==> src/rtl/bus_arb_mux_pkg.sv <==
// Shared constants and types for the system-bus arbiter/mux: bus polarities,
// default widths, the arbiter state encoding and a small pointer helper.
package bus_arb_mux_pkg;

    localparam int   BUS_MST_CNT = 4;
    localparam logic ENABLE_     = 1'b0;
    localparam logic DISABLE_    = 1'b1;
    localparam logic READ        = 1'b1;
    localparam logic WRITE       = 1'b0;
    localparam int   WORD_ADDR_W = 30;
    localparam int   WORD_DATA_W = 32;

    typedef enum logic {
        BUS_ARB_IDLE  = 1'b0,
        BUS_ARB_OWNED = 1'b1
    } bus_arb_state_t;

    // Round-robin successor of a pointer, wrapping from n-1 back to 0.
    function automatic int wrap_inc(input int p, input int n);
        return (p + 1 >= n) ? 0 : p + 1;
    endfunction

endpackage

==> src/rtl/bus_arb_mux_rr_pick.sv <==
// Combinational round-robin first-one finder: lowest requester at or above
// start, falling back to the lowest requester overall when none is above it.
module bus_rr_pick
    import bus_arb_mux_pkg::*;
#(
    parameter int NUM_MST = BUS_MST_CNT,
    parameter int PTR_W   = $clog2(NUM_MST)
) (
    input  logic [NUM_MST-1:0] req,
    input  logic [PTR_W-1:0]   start,
    output logic               found,
    output logic [PTR_W-1:0]   idx
);

    logic [NUM_MST-1:0] upper;

    genvar gi;
    generate
        for (gi = 0; gi < NUM_MST; gi++) begin : g_upper
            assign upper[gi] = req[gi] && (start <= PTR_W'(gi));
        end
    endgenerate

    // Descending scans so the lowest qualifying index is the one left in idx.
    always_comb begin
        found = |req;
        idx   = '0;
        for (int i = NUM_MST - 1; i >= 0; i--) begin
            if (req[i]) idx = PTR_W'(i);
        end
        if (|upper) begin
            for (int i = NUM_MST - 1; i >= 0; i--) begin
                if (upper[i]) idx = PTR_W'(i);
            end
        end
    end

endmodule

==> src/rtl/bus_arb_mux.sv <==
// Round-robin bus master arbiter with hold-time limit and an integrated
// master-to-slave mux driven from the registered owner.
module bus_arb_mux
    import bus_arb_mux_pkg::*;
#(
    parameter int NUM_MST  = BUS_MST_CNT,
    parameter int ADDR_W   = WORD_ADDR_W,
    parameter int DATA_W   = WORD_DATA_W,
    parameter int MAX_HOLD = 16,
    parameter int PTR_W    = $clog2(NUM_MST)
) (
    input  logic                       clk,
    input  logic                       reset_,
    input  logic [NUM_MST-1:0]         m_req_,
    input  logic [NUM_MST*ADDR_W-1:0]  m_addr,
    input  logic [NUM_MST-1:0]         m_as_,
    input  logic [NUM_MST-1:0]         m_rw,
    input  logic [NUM_MST*DATA_W-1:0]  m_wr_data,
    output logic [NUM_MST-1:0]         m_grnt_,
    output logic [ADDR_W-1:0]          s_addr,
    output logic                       s_as_,
    output logic                       s_rw,
    output logic [DATA_W-1:0]          s_wr_data,
    output logic [PTR_W-1:0]           owner,
    output logic                       busy
);

    localparam int CNT_W = (MAX_HOLD > 0) ? $clog2(MAX_HOLD + 1) : 1;
    localparam logic [CNT_W-1:0] HOLD_SAT = CNT_W'(MAX_HOLD);

    bus_arb_state_t     state_reg, state_next;
    logic [PTR_W-1:0]   owner_reg, owner_next;
    logic [PTR_W-1:0]   rr_ptr_reg, rr_ptr_next;
    logic [CNT_W-1:0]   hold_cnt_reg, hold_cnt_next;
    logic [NUM_MST-1:0] grnt_reg, grnt_next;
    logic               busy_reg, busy_next;

    logic [NUM_MST-1:0] req, owner_onehot, others;
    logic [ADDR_W-1:0]  addr_arr [NUM_MST];
    logic [DATA_W-1:0]  data_arr [NUM_MST];
    logic [PTR_W-1:0]   owner_inc;
    logic               idle_found, hand_found;
    logic [PTR_W-1:0]   idle_idx, hand_idx;
    logic               owner_release, owner_strobing, hold_expired, revoke;

    genvar gi;
    generate
        for (gi = 0; gi < NUM_MST; gi++) begin : g_chan
            assign req[gi]          = (m_req_[gi] == ENABLE_);
            assign owner_onehot[gi] = (owner_reg == PTR_W'(gi));
            assign addr_arr[gi]     = m_addr[gi*ADDR_W +: ADDR_W];
            assign data_arr[gi]     = m_wr_data[gi*DATA_W +: DATA_W];
        end

        if (MAX_HOLD != 0) begin : g_hold
            localparam logic [CNT_W-1:0] HOLD_LAST = CNT_W'(MAX_HOLD - 1);
            assign hold_expired = (hold_cnt_reg >= HOLD_LAST);
        end else begin : g_no_hold
            assign hold_expired = 1'b0;
        end
    endgenerate

    assign others         = req & ~owner_onehot;
    assign owner_release  = ~|(req & owner_onehot);
    assign owner_strobing = |(~m_as_ & owner_onehot);
    // A strobed transfer is never cut short by the hold limit.
    assign revoke         = hold_expired && (|others) && !owner_strobing;
    assign owner_inc      = PTR_W'(wrap_inc(int'(owner_reg), NUM_MST));

    bus_rr_pick #(.NUM_MST(NUM_MST), .PTR_W(PTR_W)) u_idle_pick (
        .req   (req),
        .start (rr_ptr_reg),
        .found (idle_found),
        .idx   (idle_idx)
    );

    bus_rr_pick #(.NUM_MST(NUM_MST), .PTR_W(PTR_W)) u_hand_pick (
        .req   (others),
        .start (owner_inc),
        .found (hand_found),
        .idx   (hand_idx)
    );

    always_ff @(posedge clk or negedge reset_) begin
        if (!reset_) begin
            state_reg    <= BUS_ARB_IDLE;
            owner_reg    <= '0;
            rr_ptr_reg   <= '0;
            hold_cnt_reg <= '0;
            grnt_reg     <= '1;
            busy_reg     <= 1'b0;
        end else begin
            state_reg    <= state_next;
            owner_reg    <= owner_next;
            rr_ptr_reg   <= rr_ptr_next;
            hold_cnt_reg <= hold_cnt_next;
            grnt_reg     <= grnt_next;
            busy_reg     <= busy_next;
        end
    end

    always_comb begin
        state_next    = state_reg;
        owner_next    = owner_reg;
        rr_ptr_next   = rr_ptr_reg;
        hold_cnt_next = hold_cnt_reg;
        grnt_next     = grnt_reg;
        busy_next     = busy_reg;
        case (state_reg)
            BUS_ARB_IDLE: begin
                if (idle_found) begin
                    state_next    = BUS_ARB_OWNED;
                    owner_next    = idle_idx;
                    busy_next     = 1'b1;
                    grnt_next     = ~(NUM_MST'(1) << idle_idx);
                    hold_cnt_next = '0;
                end
            end
            BUS_ARB_OWNED: begin
                if (owner_release || revoke) begin
                    rr_ptr_next = owner_inc;
                    if (hand_found) begin
                        owner_next    = hand_idx;
                        grnt_next     = ~(NUM_MST'(1) << hand_idx);
                        hold_cnt_next = '0;
                    end else begin
                        state_next = BUS_ARB_IDLE;
                        busy_next  = 1'b0;
                        grnt_next  = '1;
                    end
                end else if (hold_cnt_reg != HOLD_SAT) begin
                    hold_cnt_next = hold_cnt_reg + 1'b1;
                end
            end
        endcase
    end

    assign m_grnt_   = grnt_reg;
    assign owner     = owner_reg;
    assign busy      = busy_reg;
    assign s_addr    = busy_reg ? addr_arr[owner_reg] : '0;
    assign s_as_     = busy_reg ? m_as_[owner_reg]    : DISABLE_;
    assign s_rw      = busy_reg ? m_rw[owner_reg]     : READ;
    assign s_wr_data = busy_reg ? data_arr[owner_reg] : '0;

    grant_onehot_a: assert property (@(posedge clk) disable iff (!reset_) $onehot0(~m_grnt_));

endmodule

==> config.mk <==
export PLATFORM = sky130hd
export DESIGN_NAME = bus_arb_mux
export DESIGN_NICKNAME = d
export VERILOG_FILES = /design/src/rtl/bus_arb_mux_pkg.sv /design/src/rtl/bus_arb_mux_rr_pick.sv /design/src/rtl/bus_arb_mux.sv
export SDC_FILE = /design/constraint.sdc
export NUM_CORES = 1
export LEC_CHECK = 0
export BUFFER_PORTS_ARGS = -buffer_cell sky130_fd_sc_hd__buf_2
export CAP_MARGIN = 20
export CORE_AREA = 5 5 126 128
export DETAILED_ROUTE_END_ITERATION = 8
export DIE_AREA = 0 0 131 133
export SLEW_MARGIN = 10
export SYNTH_ARGS = -nofsm -noshare
export SYNTH_HDL_FRONTEND = slang
export SYNTH_SLANG_ARGS = --single-unit
==> constraint.sdc <==
create_clock -name clk -period 3.28 [get_ports clk]
set_clock_uncertainty 0.2 [all_clocks]
set_input_delay 0.328 -clock clk [delete_from_list [all_inputs] [get_ports clk]]
set_output_delay 0.328 -clock clk [all_outputs]
set_load 0.02 [all_outputs]
==> reports/metrics.cfg <==
[global_routing]
grt_pass1_vias = 3845
antenna_found_initial = 0
grt_max_degree = 68
grt-ovfl-total = 0
grt_usage_pct = 15.4
grt_pass1_wl_um = 21200

[detailed_routing]
post_drt_wl_per_cell_um = 19.3
vias = 3697
first_iter_violations = 160
vias_per_cell = 4.78
drc_errors = 0
drt_wl_total_um = 14900
drtPass1Iterations = 4
final_antenna_net_count = 0

[synth]
yosysUniqueCellTypes = 42
ys.flop_type = dfrtp_1
synth_top_area_share_pct = 47.7
synth_largest_area_cell = mux4_2
synth-simple-area-share_pct = 21.9
synthCells = 266
synth_edf_count = 0
yosys-mux-area-fraction_pct = 50.3
synth-seq-area-share_pct = 12.6
synth_area_um2 = 3020
syn_nets = 536
ys_top_cells_by_area = mux4_2 (48%), and2_1 (13%), dfrtp_1 (9.1%), dfstp_2 (3.5%), ha_1 (3.3%)
synth_warnings = 0
synthArstFlopShare_pct = 100
synth-compound-area-share_pct = 7.74
ys_ff_latch = 15
synth_fa_ha_area_share_pct = 3.31
syn_avg_cell_area_um2 = 11.4
synth_top_family_by_area = multiplexers
synth_xor_area_share_pct = 0

[place]
place_hpwl_um = 12800
port_buffers = 332
gp_congestion = 0.914
dp.cells = 769

[power_and_ir_drop]
power_w = 0.00358
ir_drop_v = 0.000556
p_leak_nw = 2.49
powerDensity_nw_per_um2 = 723

[clock_tree]
post_cts_buffers = 0
clk_latency_ns = 0.25
h-tree-depth = 1
cts_root_buf = clkbuf_16
postCtsResizedCells = 0
path_clk_slew_ns = 0.05
clockBufferDepth = 2
cts_sinks = 15
cts_tree = yes
cts_buffers = 3

[final_layout]
largest_reg_flops = 5
layout.nets = 857
synthToLayoutAreaGrowth_pct = 64.1
stdcell_count = 774
num_antenna_cells = 0
drive_gt1_share_pct = 72.2

[sta]
tightest_slew_ns = 1.04
slew_violations = 0
fin_tns_setup_ns = 0
min_period_ns = 2.80
hold_slack_ns = 0.265
rsz0062_at_grt = no
fmax_ghz = 0.358
fin_crit_sh_pct = 85.2
slew_headroom_pct = 30.8
setup_viol_count_final = 0
hold_viol_final = 0

[floorplanning]
core_um2 = 14800
die-width_um = 131
row_count = 45
chipHeight_um = 133
die_area_um2 = 17400
start_util_pct = 20.5
io_pins = 333

[worst_setup_path]
path_buf_inv = 2
slowest_delay_ns = 0.58
cpLargestDelayFamily = buffers and inverters
rr_endpoint = m_grnt_[2]$_DFFE_PN1P_
path_class = register to primary output
worst_setup_path_start_kind = register
cp.required_ns = 2.75
worstSetupEndpointType = primary output
regToRegStartpoint = owner[0]$_DFFE_PN0P_
cp_cell_sequence = buf_4 -> mux4_2 -> and2_1 -> buf_2
crit_fanout = 37
critPathArrivalTime_ns = 2.27
cp_slowest_cell = mux4_2
reg2reg_depth = 6
r2r_setup_slack_ns = 0.73

[hold_path]
min_to = m_grnt_[3]$_DFFE_PN1P_
hold_depth = 2
min_path_type = register to register
worstHoldStart = m_grnt_[3]$_DFFE_PN1P_

[flow_run]
cap_viol_max_count = 0

[outcome]
status = finished clean

[synthesized netlist by cell type (3+ instances only)]
master,number
ha_1,8
dfstp_2,4
mux2_2,3
o21ai_0,8
nand2_1,7
buf_2,8
mux4_2,64
nand2b_1,9
nor3_1,5
mux2i_1,3
a21oi_1,5
clkbuf_1,13
inv_1,9
and2_1,62
nor2_1,9
nor2b_1,3
dfrtp_1,11
[cell families (layout without fill, tap and decap cells)]
| logic type | count (synthesis) | count (layout) |
|---|---|---|
| compound gates | 31 | 31 |
| flops | 15 | 15 |
| buf+inv | 31 | 351 |
| mux | 71 | 71 |
| fa+ha+maj | 8 | 8 |
| simple gates | 110 | 110 |
[per-stage QoR]
| stage | setup slack (ns) | instance area (um^2) | util [%] |
|---|---|---|---|
| 5_1_grt | 0.328 | 4960 | 33.6 |
| 4_1_cts | 0.445 | 4960 | 33.6 |
| 3_3_place_gp | 0.728 | 4870 | 33.0 |
| 3_5_place_dp | 0.718 | 4870 | 33.0 |
| 6_report | 0.485 | 4960 | 33.6 |
| 2_1_floorplan | 0.242 | 3020 | - |
[report_power, final]
| part | switching [W] | internal, W | leakage [nW] | total, W |
|---|---|---|---|---|
| combinational | 0.00149 | 0.00145 | 2.27 | 0.00294 |
| sequential | 0.000130 | 0.000273 | 0.176 | 0.000403 |
| clock | 0.0000810 | 0.000163 | 0.0409 | 0.000244 |
[layer usage]
layer  track usage, %  share of wire (%)
met5                0                  0
met3             1.86                7.5
met1             20.0                 39
met2             27.7                 52
met4             2.23                1.2
[worst max-delay path by stage]
stage | slack [ns] | end | depth (start not counted) | startpoint
4_1_cts | 0.45 | s_addr[7] | 4 | owner[0]$_DFFE_PN0P_
6_report | 0.48 | s_addr[7] | 4 | owner[0]$_DFFE_PN0P_
3_3_place_gp | 0.73 | s_addr[7] | 4 | owner[0]$_DFFE_PN0P_
5_1_grt | 0.33 | s_addr[7] | 4 | owner[0]$_DFFE_PN0P_
3_5_place_dp | 0.72 | s_addr[7] | 4 | owner[0]$_DFFE_PN0P_
2_1_floorplan | 0.24 | m_grnt_[2]$_DFFE_PN1P_ | 9 | owner[1]$_DFFE_PN0P_
[repair_timing]
item                                    in CTS  in global routing
endpoints found under the setup margin       0                  0
endpoints found under the hold margin       11                  0
hold buffers                                 1                  0
[cell type report]
| type | instances | area [um^2] |
|---|---|---|
| well taps | 188 | 235 |
| multi-input cells | 220 | 2520 |
| fillers | 1560 | 9790 |
| clock inverters | 1 | 5.00 |
| flip-flops and latches | 15 | 387 |
| clock buffers | 3 | 75.1 |
| repair buffers | 338 | 1710 |
| inverters | 9 | 33.8 |
[worst min-delay path: stages (launching register included)]
cell	delay, ns
dfstp_2	0.37
inv_1	0.04
mux2i_1	0.05
[cells in the final DEF, fill, tap and decap left out, types with 2 or more instances in the layout]
master / instances
dfrtp_1: 8
o2111ai_1: 2
nand4_1: 2
nand2b_1: 9
and2_1: 62
a22o_1: 2
nor3_1: 5
buf_2: 332
dfrtp_2: 2
and3_1: 2
o31ai_1: 2
o211ai_1: 2
nor3b_1: 2
a21o_1: 2
mux2_2: 3
o21ai_0: 8
nand2_1: 7
clkbuf_16: 3
nor2_1: 9
nor2b_1: 3
buf_4: 5
ha_1: 8
nor4_1: 2
inv_1: 9
dfstp_2: 4
mux2i_1: 3
mux4_2: 64
a21oi_1: 5
o21a_1: 2
Power figures use the tool's default switching activity.
